`src/rtl/pipeline_ctrl_pkg.sv`:
```
// Shared CPU package: controller state encoding, register-address width and
// default divide latency / exception vector, plus the registered output bundle.
package pipeline_ctrl_pkg;

  localparam int          REG_W          = 5;
  localparam int          DEF_DIV_CYCLES = 32;
  localparam logic [31:0] DEF_EXC_VECTOR = 32'h0000_F000;

  typedef enum logic [1:0] {
    ST_RUN       = 2'd0,
    ST_DIV_WAIT  = 2'd1,
    ST_EXC_FLUSH = 2'd2
  } ctrl_state_e;

  typedef struct packed {
    logic        pc_stall;
    logic        if_id_stall;
    logic        id_ex_stall;
    logic        if_id_flush;
    logic        id_ex_flush;
    logic        ex_mem_flush;
    logic        pc_redirect;
    logic [31:0] pc_redirect_addr;
    logic        cp0_exc_write;
    logic        div_busy;
  } ctrl_out_t;

endpackage

```
`src/rtl/pipeline_ctrl_hazard_detect.sv`:
```
// Load-use comparator: the load in EX writes a register the ID instruction reads.
// Register 0 is hardwired, so a load targeting it never creates a hazard.
module hazard_detect
  import pipeline_ctrl_pkg::*;
(
  input  logic [REG_W-1:0] i_id_rs,
  input  logic [REG_W-1:0] i_id_rt,
  input  logic             i_id_uses_rs,
  input  logic             i_id_uses_rt,
  input  logic             i_ex_load,
  input  logic [REG_W-1:0] i_ex_waddr,
  output logic             o_hazard
);

  logic w_rs_match;
  logic w_rt_match;

  assign w_rs_match = i_id_uses_rs && (i_id_rs == i_ex_waddr);
  assign w_rt_match = i_id_uses_rt && (i_id_rt == i_ex_waddr);
  assign o_hazard   = i_ex_load && (i_ex_waddr != '0) && (w_rs_match || w_rt_match);

endmodule

```
`src/rtl/pipeline_ctrl.sv`:
```
// Pipeline hazard/flush controller: exceptions, ERET, taken branches, multi-cycle
// divide and load-use stalls. Every output is a flop so the async flush clears stay glitch-free.
module pipeline_ctrl
  import pipeline_ctrl_pkg::*;
#(
  parameter int          DIV_CYCLES = DEF_DIV_CYCLES,
  parameter logic [31:0] EXC_VECTOR = DEF_EXC_VECTOR
) (
  input  logic             clock,
  input  logic             reset,
  input  logic [REG_W-1:0] id_rs,
  input  logic [REG_W-1:0] id_rt,
  input  logic             id_uses_rs,
  input  logic             id_uses_rt,
  input  logic             ex_load,
  input  logic [REG_W-1:0] ex_waddr,
  input  logic             ex_div,
  input  logic             mem_exc,
  input  logic             mem_eret,
  input  logic             mem_branch_taken,
  input  logic [31:0]      mem_branch_target,
  input  logic [31:0]      epc,
  output logic             pc_stall,
  output logic             if_id_stall,
  output logic             id_ex_stall,
  output logic             if_id_flush,
  output logic             id_ex_flush,
  output logic             ex_mem_flush,
  output logic             pc_redirect,
  output logic [31:0]      pc_redirect_addr,
  output logic             cp0_exc_write,
  output logic             div_busy
);

  localparam int CW = (DIV_CYCLES > 1) ? $clog2(DIV_CYCLES) : 1;

  ctrl_state_e   r_state;
  ctrl_state_e   w_state_next;
  logic [CW-1:0] r_count;
  logic [CW-1:0] w_count_next;
  logic          r_div_ack;
  logic          w_div_ack_next;
  ctrl_out_t     r_out;
  ctrl_out_t     w_out_raw;
  ctrl_out_t     w_out_next;
  logic          w_load_use;

  hazard_detect u_hazard_detect (
    .i_id_rs      (id_rs),
    .i_id_rt      (id_rt),
    .i_id_uses_rs (id_uses_rs),
    .i_id_uses_rt (id_uses_rt),
    .i_ex_load    (ex_load),
    .i_ex_waddr   (ex_waddr),
    .o_hazard     (w_load_use)
  );

  always_comb begin
    w_state_next   = (r_state == ST_DIV_WAIT) ? ST_DIV_WAIT : ST_RUN;
    w_count_next   = r_count;
    w_div_ack_next = 1'b0;
    w_out_raw      = '0;

    if (mem_exc || mem_eret) begin
      // Both discard any in-flight divide and spend one extra cycle flushing.
      w_out_raw.if_id_flush      = 1'b1;
      w_out_raw.id_ex_flush      = 1'b1;
      w_out_raw.ex_mem_flush     = 1'b1;
      w_out_raw.pc_redirect      = 1'b1;
      w_out_raw.pc_redirect_addr = mem_exc ? EXC_VECTOR : epc;
      w_out_raw.cp0_exc_write    = mem_exc;
      w_state_next               = ST_EXC_FLUSH;
      w_count_next               = '0;
    end else if (mem_branch_taken) begin
      w_out_raw.if_id_flush      = 1'b1;
      w_out_raw.id_ex_flush      = 1'b1;
      w_out_raw.ex_mem_flush     = 1'b1;
      w_out_raw.pc_redirect      = 1'b1;
      w_out_raw.pc_redirect_addr = mem_branch_target;
    end else begin
      case (r_state)
        ST_EXC_FLUSH: begin
          w_out_raw.if_id_flush  = 1'b1;
          w_out_raw.id_ex_flush  = 1'b1;
          w_out_raw.ex_mem_flush = 1'b1;
          w_state_next           = ST_RUN;
        end
        ST_DIV_WAIT: begin
          if (r_count == '0) begin
            // Ack masks the still-present ex_div for one cycle so it is not restarted.
            w_state_next   = ST_RUN;
            w_div_ack_next = 1'b1;
          end else begin
            w_out_raw.pc_stall     = 1'b1;
            w_out_raw.if_id_stall  = 1'b1;
            w_out_raw.id_ex_stall  = 1'b1;
            w_out_raw.ex_mem_flush = 1'b1;
            w_out_raw.div_busy     = 1'b1;
            w_count_next           = r_count - CW'(1);
          end
        end
        default: begin
          if (ex_div && !r_div_ack) begin
            w_out_raw.pc_stall     = 1'b1;
            w_out_raw.if_id_stall  = 1'b1;
            w_out_raw.id_ex_stall  = 1'b1;
            w_out_raw.ex_mem_flush = 1'b1;
            w_out_raw.div_busy     = 1'b1;
            w_state_next           = ST_DIV_WAIT;
            w_count_next           = CW'(DIV_CYCLES - 1);
          end else if (w_load_use) begin
            w_out_raw.pc_stall    = 1'b1;
            w_out_raw.if_id_stall = 1'b1;
            w_out_raw.id_ex_flush = 1'b1;
          end
        end
      endcase
    end

    // A flush always wins over a stall of the same register.
    w_out_next             = w_out_raw;
    w_out_next.if_id_stall = w_out_raw.if_id_stall & ~w_out_raw.if_id_flush;
    w_out_next.id_ex_stall = w_out_raw.id_ex_stall & ~w_out_raw.id_ex_flush;
    if (!w_out_raw.pc_redirect) begin
      w_out_next.pc_redirect_addr = '0;
    end
  end

  always_ff @(posedge clock or posedge reset) begin
    if (reset) begin
      r_state   <= ST_RUN;
      r_count   <= '0;
      r_div_ack <= 1'b0;
      r_out     <= '0;
    end else begin
      r_state   <= w_state_next;
      r_count   <= w_count_next;
      r_div_ack <= w_div_ack_next;
      r_out     <= w_out_next;
    end
  end

  assign pc_stall         = r_out.pc_stall;
  assign if_id_stall      = r_out.if_id_stall;
  assign id_ex_stall      = r_out.id_ex_stall;
  assign if_id_flush      = r_out.if_id_flush;
  assign id_ex_flush      = r_out.id_ex_flush;
  assign ex_mem_flush     = r_out.ex_mem_flush;
  assign pc_redirect      = r_out.pc_redirect;
  assign pc_redirect_addr = r_out.pc_redirect_addr;
  assign cp0_exc_write    = r_out.cp0_exc_write;
  assign div_busy         = r_out.div_busy;

endmodule

```
`config.mk`:
```
export PLATFORM = sky130hd
export DESIGN_NAME = pipeline_ctrl
export DESIGN_NICKNAME = d
export VERILOG_FILES = /design/src/rtl/pipeline_ctrl_pkg.sv /design/src/rtl/pipeline_ctrl_hazard_detect.sv /design/src/rtl/pipeline_ctrl.sv
export SDC_FILE = /design/constraint.sdc
export NUM_CORES = 1
export LEC_CHECK = 0
export CAP_MARGIN = 20
export CORE_ASPECT_RATIO = 0.9
export CORE_MARGIN = 3
export CORE_UTILIZATION = 39
export DETAILED_ROUTE_END_ITERATION = 12
export PLACE_DENSITY = 0.85
export SYNTH_ARGS = -nofsm -noshare
export SYNTH_HDL_FRONTEND = slang
export SYNTH_SLANG_ARGS = --single-unit
export TNS_END_PERCENT = 1
```
`constraint.sdc`:
```
create_clock -name clock -period 3.7 [get_ports clock]
set_clock_uncertainty 0.15 [all_clocks]
set_input_delay 1.11 -clock clock [delete_from_list [all_inputs] [get_ports clock]]
set_output_delay 1.11 -clock clock [all_outputs]
set_load 0.005 [all_outputs]
```
==> load_flow_metrics.sql, run 1 <==
INSERT INTO impl_metrics (metric_group, metric, value, unit) VALUES
('clocking', 'cts_made_buffers', '5', ''),
('global_route', 'global_route.usage.total', '0.194', ''),
('critical_path', 'critical_path_type', 'in2reg', ''),
('clocking', 'ctsRootBufferMaster', 'sky130_fd_sc_hd__clkbuf_8', ''),
('job', 'drv.max_cap_violation_count', '0', ''),
('synth', 'netlist.area_leader.share', '0.594', ''),
('die', 'pin_count', '129', ''),
('final_layout', 'final-seq-area', '1230', 'sq um'),
('clocking', 'post_cts.resized_instances', '0', ''),
('placement', 'placedInstanceArea', '3410', 'sq um'),
('placement', 'place_hpwl', '4.80', 'mm'),
('global_route', 'pin_count_of_the_biggest_net_entering_global_routing', '50', ''),
('die', 'fp-row-count', '24', ''),
('routing', 'drt_first_iter_violations', '106', ''),
('clocking', 'cts-htree-levels', '2', ''),
('clocking', 'cts_tree', 'yes', ''),
('sta', 'max_freq', '0.343', 'GHz'),
('global_route', 'grt.busiest_layer', 'met2', ''),
('routing', 'routed-via-count', '1865', ''),
('synth', 'synthMostInstantiatedCell', 'sky130_fd_sc_hd__dfrtp_1', ''),
('die', 'core_region_area', '4980', 'sq um'),
('clocking', 'cts.sinks', '49', ''),
('power_and_ir_drop', 'power_density', '337', 'nW/um^2'),
('critical_path', 'signal_arrival_time_at_the_worst_endpoint', '3.00', 'ns'),
('global_route', 'grt_remaining_overflow', '0', ''),
('power_and_ir_drop', 'p_leak', '1.49', 'nW'),
('final_layout', 'proportion_of_layout_cells_with_a_drive_suffix_above_1', '0.0559', ''),
('synth', 'synthesis.instances', '176', ''),
('sta', 'timing_hold_violations_final', '0', ''),
('final_layout', 'area.growth.synth_to_final', '71.0', '%'),
('outcome', 'status', 'completed', ''),
('final_layout', 'fillers', '363', ''),
('final_layout', 'flip_flop_count_of_the_largest_register_all_copies_and_words_added', '32', ''),
('sta', 'totalNegativeSetupSlack', '0', 'ns'),
('critical_path', 'critical_path_peak_fanout', '28', ''),
('synth', 'syn_nets', '268', ''),
('clocking', 'clockBufferDepth', '2', ''),
('synth', 'synthArstFlopShare', '1.00', ''),
('synth', 'synth_ff_type', 'sky130_fd_sc_hd__dfrtp_1', ''),
('clocking', 'cts_hold_buf', '0', ''),
('clocking', 'path_clk_slew', '0.09', 'ns'),
('sta', 'slew_violations', '0', ''),
('die', 'die_w', '82.7', 'um'),
('final_layout', 'num-nets-final', '395', ''),
('routing', 'detail_route.vias_per_cell', '5.05', ''),
('synth', 'synth_top_cells_by_count', '49 x sky130_fd_sc_hd__dfrtp_1, 28 x sky130_fd_sc_hd__a22o_1, 12 x sky130_fd_sc_hd__nand2_1', ''),
('critical_path', 'setup.worst_path.end_class', 'flip-flop', ''),
('sta', 'worst_slew_pin_slew', '1.03', 'ns'),
('critical_path', 'timing.critical_path.from_type', 'input pin', ''),
('routing', 'wl_per_cell', '16.5', 'um'),
('synth', 'synth_seq_area_share', '0.594', ''),
('synth', 'yosys_warns', '0', ''),
('synth', 'synth_enable_flop_cells', '0', ''),
('power_and_ir_drop', 'vdd_drop_max', '0.286', 'mV'),
('synth', 'synth.distinct_cells', '34', ''),
('die', 'fp.dieArea', '6200', 'sq um'),
('sta', 'final_period_util', '0.789', ''),
('synth', 'post_synth_instance_area', '2060', 'sq um'),
('routing', 'ant_nets', '0', ''),
('die', 'die_height', '75', 'um'),
('global_route', 'grt_antenna_before_repair', '0', ''),
('routing', 'firstDrtPassIters', '4', ''),
('final_layout', 'antenna-diode-count', '0', ''),
('sta', 'timing.final.setup_violations', '0', ''),
('sta', 'grt_setup_unrepaired', 'false', ''),
('global_route', 'global_route.usage.met1', '0.233', ''),
('sta', 'relSlewSlack', '0.315', ''),
('synth', 'synth.avg_cell_area', '11.7', 'sq um'),
('synth', 'postSynthRegisterBits', '49', ''),
('min_path', 'worstHoldPathType', 'reg2reg', ''),
('global_route', 'grt_first_pass_wirelength', '9.16', 'mm');
[area by class of cell]
type / instances / share of cell area
flip-flops and latches: 49 / 0.348
clock buffers: 7 / 0.0245
multi-input cells: 108 / 0.216
inverters: 9 / 0.00958
repair buffers: 130 / 0.371
clock inverters: 1 / 0.00851
well taps: 65 / 0.0231
[stage by stage]
step	total power, mW	setup WS, ns	hold slack, ns	cells
after floorplan	0.645	1.27	0.406	176
after detailed placement	0.809	0.458	0.433	361
after global routing	1.24	0.617	0.485	369
after CTS	1.20	0.775	0.449	369
final	1.19	0.780	0.446	369
after global placement	0.800	0.551	0.427	361
[logic make-up after synthesis]
family | after synthesis | share of synthesized area
buffers and inverters | 19 | 0.0382
DFF | 49 | 0.594
xor gates and xnor gates | 10 | 0.0424
and+or+nand+nor | 39 | 0.0964
AOI/OAI and AO/OA | 54 | 0.200
muxes | 1 | 0.00485
adders and majority gates | 4 | 0.0243
[placed cells by master, fill, tap and decap left out, types with 2 or more instances in the layout]
master and n:
sky130_fd_sc_hd__nand2_1 12, sky130_fd_sc_hd__dfrtp_1 49, sky130_fd_sc_hd__nand3_1 2, sky130_fd_sc_hd__clkdlybuf4s50_1 128, sky130_fd_sc_hd__clkbuf_8 6, sky130_fd_sc_hd__o21ai_0 9, sky130_fd_sc_hd__xnor2_1 10, sky130_fd_sc_hd__nor2_1 10
sky130_fd_sc_hd__a211oi_1 2, sky130_fd_sc_hd__nor3_1 2, sky130_fd_sc_hd__a22o_1 28, sky130_fd_sc_hd__nand4_1 2, sky130_fd_sc_hd__nor2_2 2, sky130_fd_sc_hd__a21oi_1 7, sky130_fd_sc_hd__inv_1 8, sky130_fd_sc_hd__ha_1 4
[where the power goes]
part / leakage, nW / switching [mW] / internal [mW]
Combinational: 0.807 / 0.0787 / 0.152
Sequential: 0.624 / 0.00715 / 0.559
Clock: 0.0585 / 0.172 / 0.221
Total: 1.49 / 0.258 / 0.932
[critical path, stage by stage]
cell and delay (ns):
sky130_fd_sc_hd__clkdlybuf4s50_1 0.53, sky130_fd_sc_hd__nor2_2 0.22, sky130_fd_sc_hd__and2_1 0.83, sky130_fd_sc_hd__a22o_1 0.29
[layer usage]
| layer | vias to the layer above | wire length (um) |
|---|---|---|
| li1 | 877 | - |
| met1 | 891 | 2190 |
| met2 | 93 | 3330 |
| met3 | 4 | 519 |
| met4 | 0 | 51 |
| met5 | - | 0 |
[worst paths after layout]
| path | slack, ns | cells past startpoint | start | to |
|---|---|---|---|---|
| hold reg to reg | 0.45 | 2 | r_count[1] | r_count[1] |
| max in group asynchronous | 2.15 | 3 | reset | r_count[2] |
| setup reg to reg | 1.77 | 5 | r_state[1] | if_id_stall |
| setup / recovery | 0.78 | 4 | mem_exc | pc_redirect_addr[17] |
| min in group asynchronous | 1.02 | 3 | reset | pc_redirect |
| hold / removal | 0.45 | 2 | r_count[1] | r_count[1] |
Note: power is estimated with default switching activity, not from simulation.
==> run 2, diff against run 1 <==
--- a/config.mk
+++ b/config.mk
@@ -8,9 +8,9 @@
 export CAP_MARGIN = 20
 export CORE_ASPECT_RATIO = 0.9
 export CORE_MARGIN = 3
-export CORE_UTILIZATION = 39
+export CORE_UTILIZATION = 37
 export DETAILED_ROUTE_END_ITERATION = 12
-export PLACE_DENSITY = 0.85
+export PLACE_DENSITY = 0.81
 export SYNTH_ARGS = -nofsm -noshare
 export SYNTH_HDL_FRONTEND = slang
 export SYNTH_SLANG_ARGS = --single-unit
==> constraint.sdc (replaced) <==
create_clock -name clock -period 3 [get_ports clock]
set_clock_uncertainty 0.15 [all_clocks]
set_input_delay 0.9 -clock clock [delete_from_list [all_inputs] [get_ports clock]]
set_output_delay 0.9 -clock clock [all_outputs]
set_load 0.005 [all_outputs]
==> load_flow_metrics.sql, run 2 (synthesized netlist as in run 1, its figures left out) <==
INSERT INTO impl_metrics (metric_group, metric, value, unit) VALUES
('clocking', 'ctsRootBufferMaster', 'sky130_fd_sc_hd__clkbuf_8', ''),
('sta', 'totalNegativeSetupSlack', '0', 'ns'),
('critical_path', 'critPathMaxStageDelay', '0.52', 'ns'),
('critical_path', 'r2r-end', 'r_count[1]', ''),
('sta', 'setup_ws', '0.611', 'ns'),
('die', 'initial_utilization', '0.388', ''),
('sta', 'hold_ws', '0.477', 'ns'),
('die', 'fp-row-count', '25', ''),
('sta', 'relSlewSlack', '0.627', ''),
('final_layout', 'highest_count_cells_in_the_layout_ignoring_fill_and_taps', '128 x sky130_fd_sc_hd__clkdlybuf4s50_1, 49 x sky130_fd_sc_hd__dfrtp_1, 28 x sky130_fd_sc_hd__a22o_1, 12 x sky130_fd_sc_hd__nand2_1', ''),
('global_route', 'global_route.usage.total', '0.174', ''),
('final_layout', 'fillers', '434', ''),
('sta', 'timing.final.setup_violations', '0', ''),
('sta', 'grt_setup_unrepaired', 'false', ''),
('sta', 'max_freq', '0.419', 'GHz'),
('global_route', 'pin_count_of_the_biggest_net_entering_global_routing', '29', ''),
('critical_path', 'signal_arrival_time_at_the_worst_endpoint', '2.45', 'ns'),
('critical_path', 'timing.critical_path.from_type', 'input pin', ''),
('routing', 'number_of_design_rule_violations_left_after_detail_routing', '0', ''),
('power_and_ir_drop', 'power.share.switching', '0.235', ''),
('critical_path', 'setup.worst_path.end_class', 'flip-flop', ''),
('sta', 'worst_slew_pin_slew', '0.559', 'ns'),
('power_and_ir_drop', 'power_density', '386', 'nW/um^2'),
('die', 'pin_count', '129', ''),
('power_and_ir_drop', 'flop_pwr_share', '0.514', ''),
('die', 'die_height', '76.8', 'um'),
('clocking', 'cts_post_setup_buffers_inserted', '0', ''),
('die', 'core_region_area', '5320', 'sq um'),
('routing', 'routed-via-count', '1806', ''),
('power_and_ir_drop', 'report.power.total', '1.36', 'mW'),
('min_path', 'holdCritStartpoint', 'r_count[1]', ''),
('clocking', 'cts.sinks', '49', ''),
('power_and_ir_drop', 'internal-power', '1.04', 'mW'),
('min_path', 'worstHoldPathType', 'reg2reg', ''),
('final_layout', 'proportion_of_layout_cells_with_a_drive_suffix_above_1', '0.0654', ''),
('global_route', 'grt_first_pass_wirelength', '9.10', 'mm'),
('critical_path', 'cpMaxStageDelayCell', 'sky130_fd_sc_hd__clkdlybuf4s50_1', ''),
('sta', 'final_period_util', '0.796', ''),
('sta', 'slew_violations', '0', ''),
('final_layout', 'flip_flop_count_of_the_largest_register_all_copies_and_words_added', '32', ''),
('placement', 'place_hpwl', '4.33', 'mm'),
('global_route', 'grt_antenna_before_repair', '0', ''),
('min_path', 'min_path_cells', '2', ''),
('job', 'drv.max_cap_violation_count', '0', ''),
('critical_path', 'cpLargestDelayFamily', 'buffers and inverters', ''),
('critical_path', 'r2r-start', 'r_count[0]', ''),
('min_path', 'endpoint_worst_hold', 'r_count[1]', ''),
('die', 'die_w', '84.7', 'um'),
('global_route', 'vias_in_the_first_global_route', '1859', ''),
('critical_path', 'worstSetupPathDepth', '6', ''),
('critical_path', 'timing.reg2reg.setup_slack', '1.07', 'ns'),
('power_and_ir_drop', 'vdd_drop_max', '0.296', 'mV'),
('clocking', 'clk-insertion-delay-late', '0.29', 'ns'),
('clocking', 'clockBufferDepth', '2', ''),
('final_layout', 'num-nets-final', '397', ''),
('final_layout', 'final-seq-area', '1230', 'sq um'),
('critical_path', 'crit_chain', 'clkdlybuf4s50_1, nor2_2, inv_1, nor2_2, o21ai_0, o21ai_0', ''),
('clocking', 'cts_tree', 'yes', ''),
('clocking', 'cts-htree-levels', '2', ''),
('final_layout', 'antenna-diode-count', '0', ''),
('routing', 'detail_route.vias_per_cell', '4.84', ''),
('final_layout', 'multi_input_comb_area', '761', 'sq um'),
('power_and_ir_drop', 'power.combinational.fraction', '0.208', ''),
('outcome', 'status', 'completed', ''),
('final_layout', 'area.growth.synth_to_final', '70.3', '%'),
('clocking', 'path_clk_slew', '0.09', 'ns'),
('die', 'fp.dieArea', '6510', 'sq um'),
('final_layout', 'layout.cells.most_common', 'sky130_fd_sc_hd__clkdlybuf4s50_1', ''),
('critical_path', 'crit_buf_inv', '2', ''),
('clocking', 'post_cts.resized_instances', '0', ''),
('placement', 'gpl.final_weighted_congestion', '0.857', ''),
('final_layout', 'stdcell_count', '373', ''),
('routing', 'routed_wirelength', '5.58', 'mm'),
('critical_path', 'critical_path_type', 'in2reg', ''),
('clocking', 'cts_hold_buf', '0', ''),
('routing', 'firstDrtPassIters', '4', ''),
('routing', 'wl_per_cell', '14.9', 'um'),
('placement', 'numPlacedInstances', '365', ''),
('critical_path', 'worst-endpoint-required', '3.06', 'ns'),
('placement', 'port_buffers', '128', ''),
('routing', 'ant_nets', '0', ''),
('power_and_ir_drop', 'power.clock.fraction', '0.278', ''),
('power_and_ir_drop', 'p_leak', '1.49', 'nW'),
('power_and_ir_drop', 'power.switching', '0.319', 'mW'),
('clocking', 'cts_made_buffers', '5', ''),
('sta', 'min_period', '2.39', 'ns'),
('critical_path', 'r2r.worst_path.cells', '7', ''),
('routing', 'drt_first_iter_violations', '51', ''),
('sta', 'timing_hold_violations_final', '0', ''),
('global_route', 'grt_remaining_overflow', '0', ''),
('placement', 'placement.setup.worst_slack', '0.312', 'ns'),
('critical_path', 'critical_path_peak_fanout', '7', '');
==> run 2: metrics by stage <==
| step | utilization | area (sq um) |
|---|---|---|
| final | 0.661 | 3510 |
| after global routing | 0.661 | 3510 |
| after CTS | 0.661 | 3510 |
| after detailed placement | 0.645 | 3430 |
| after global placement | 0.645 | 3430 |
| after floorplan | - | 2060 |
==> run 2: worst max path at each step <==
stage	to	slack, ns	from
2_1_floorplan	cp0_exc_write	0.78	reset
4_1_cts	r_state[0]	0.63	mem_exc
6_report	r_state[0]	0.61	mem_exc
5_1_grt	r_state[0]	0.41	mem_exc
3_5_place_dp	r_state[0]	0.31	mem_exc
3_3_place_gp	if_id_stall	0.36	ex_waddr[0]
==> run 2: metal layers <==
layer | global-route usage | part of all wire
met1 | 0.225 | 0.41
met2 | 0.282 | 0.49
met5 | 0 | 0
met3 | 0.0526 | 0.080
met4 | 0.0491 | 0.018
==> run 2: power by group through the flow <==
stage | registers [mW] | clock network [mW] | logic [mW]
detailed placement | 0.712 | 0 | 0.284
CTS | 0.699 | 0.392 | 0.285
global route | 0.702 | 0.423 | 0.304
floorplan | 0.716 | 0 | 0.0792
global placement | 0.711 | 0 | 0.278
finish | 0.698 | 0.378 | 0.282
==> run 2: area by class of cell <==
type,count,area share
flip-flops and latches,49,0.349
well taps,67,0.0239
multi-input cells,108,0.216
clock buffers,5,0.0196
repair buffers,132,0.377
clock inverters,3,0.00498
inverters,9,0.00961
==> run 2: worst register-to-register path, cell delays in order, from the launching register on <==
cell and delay [ns]:
sky130_fd_sc_hd__dfrtp_1 0.41, sky130_fd_sc_hd__inv_1 0.08, sky130_fd_sc_hd__ha_1 0.19, sky130_fd_sc_hd__nor4b_2 0.16, sky130_fd_sc_hd__nor2b_1 0.31, sky130_fd_sc_hd__o21a_4 0.23, sky130_fd_sc_hd__nor2_1 0.05, sky130_fd_sc_hd__a311oi_1 0.25
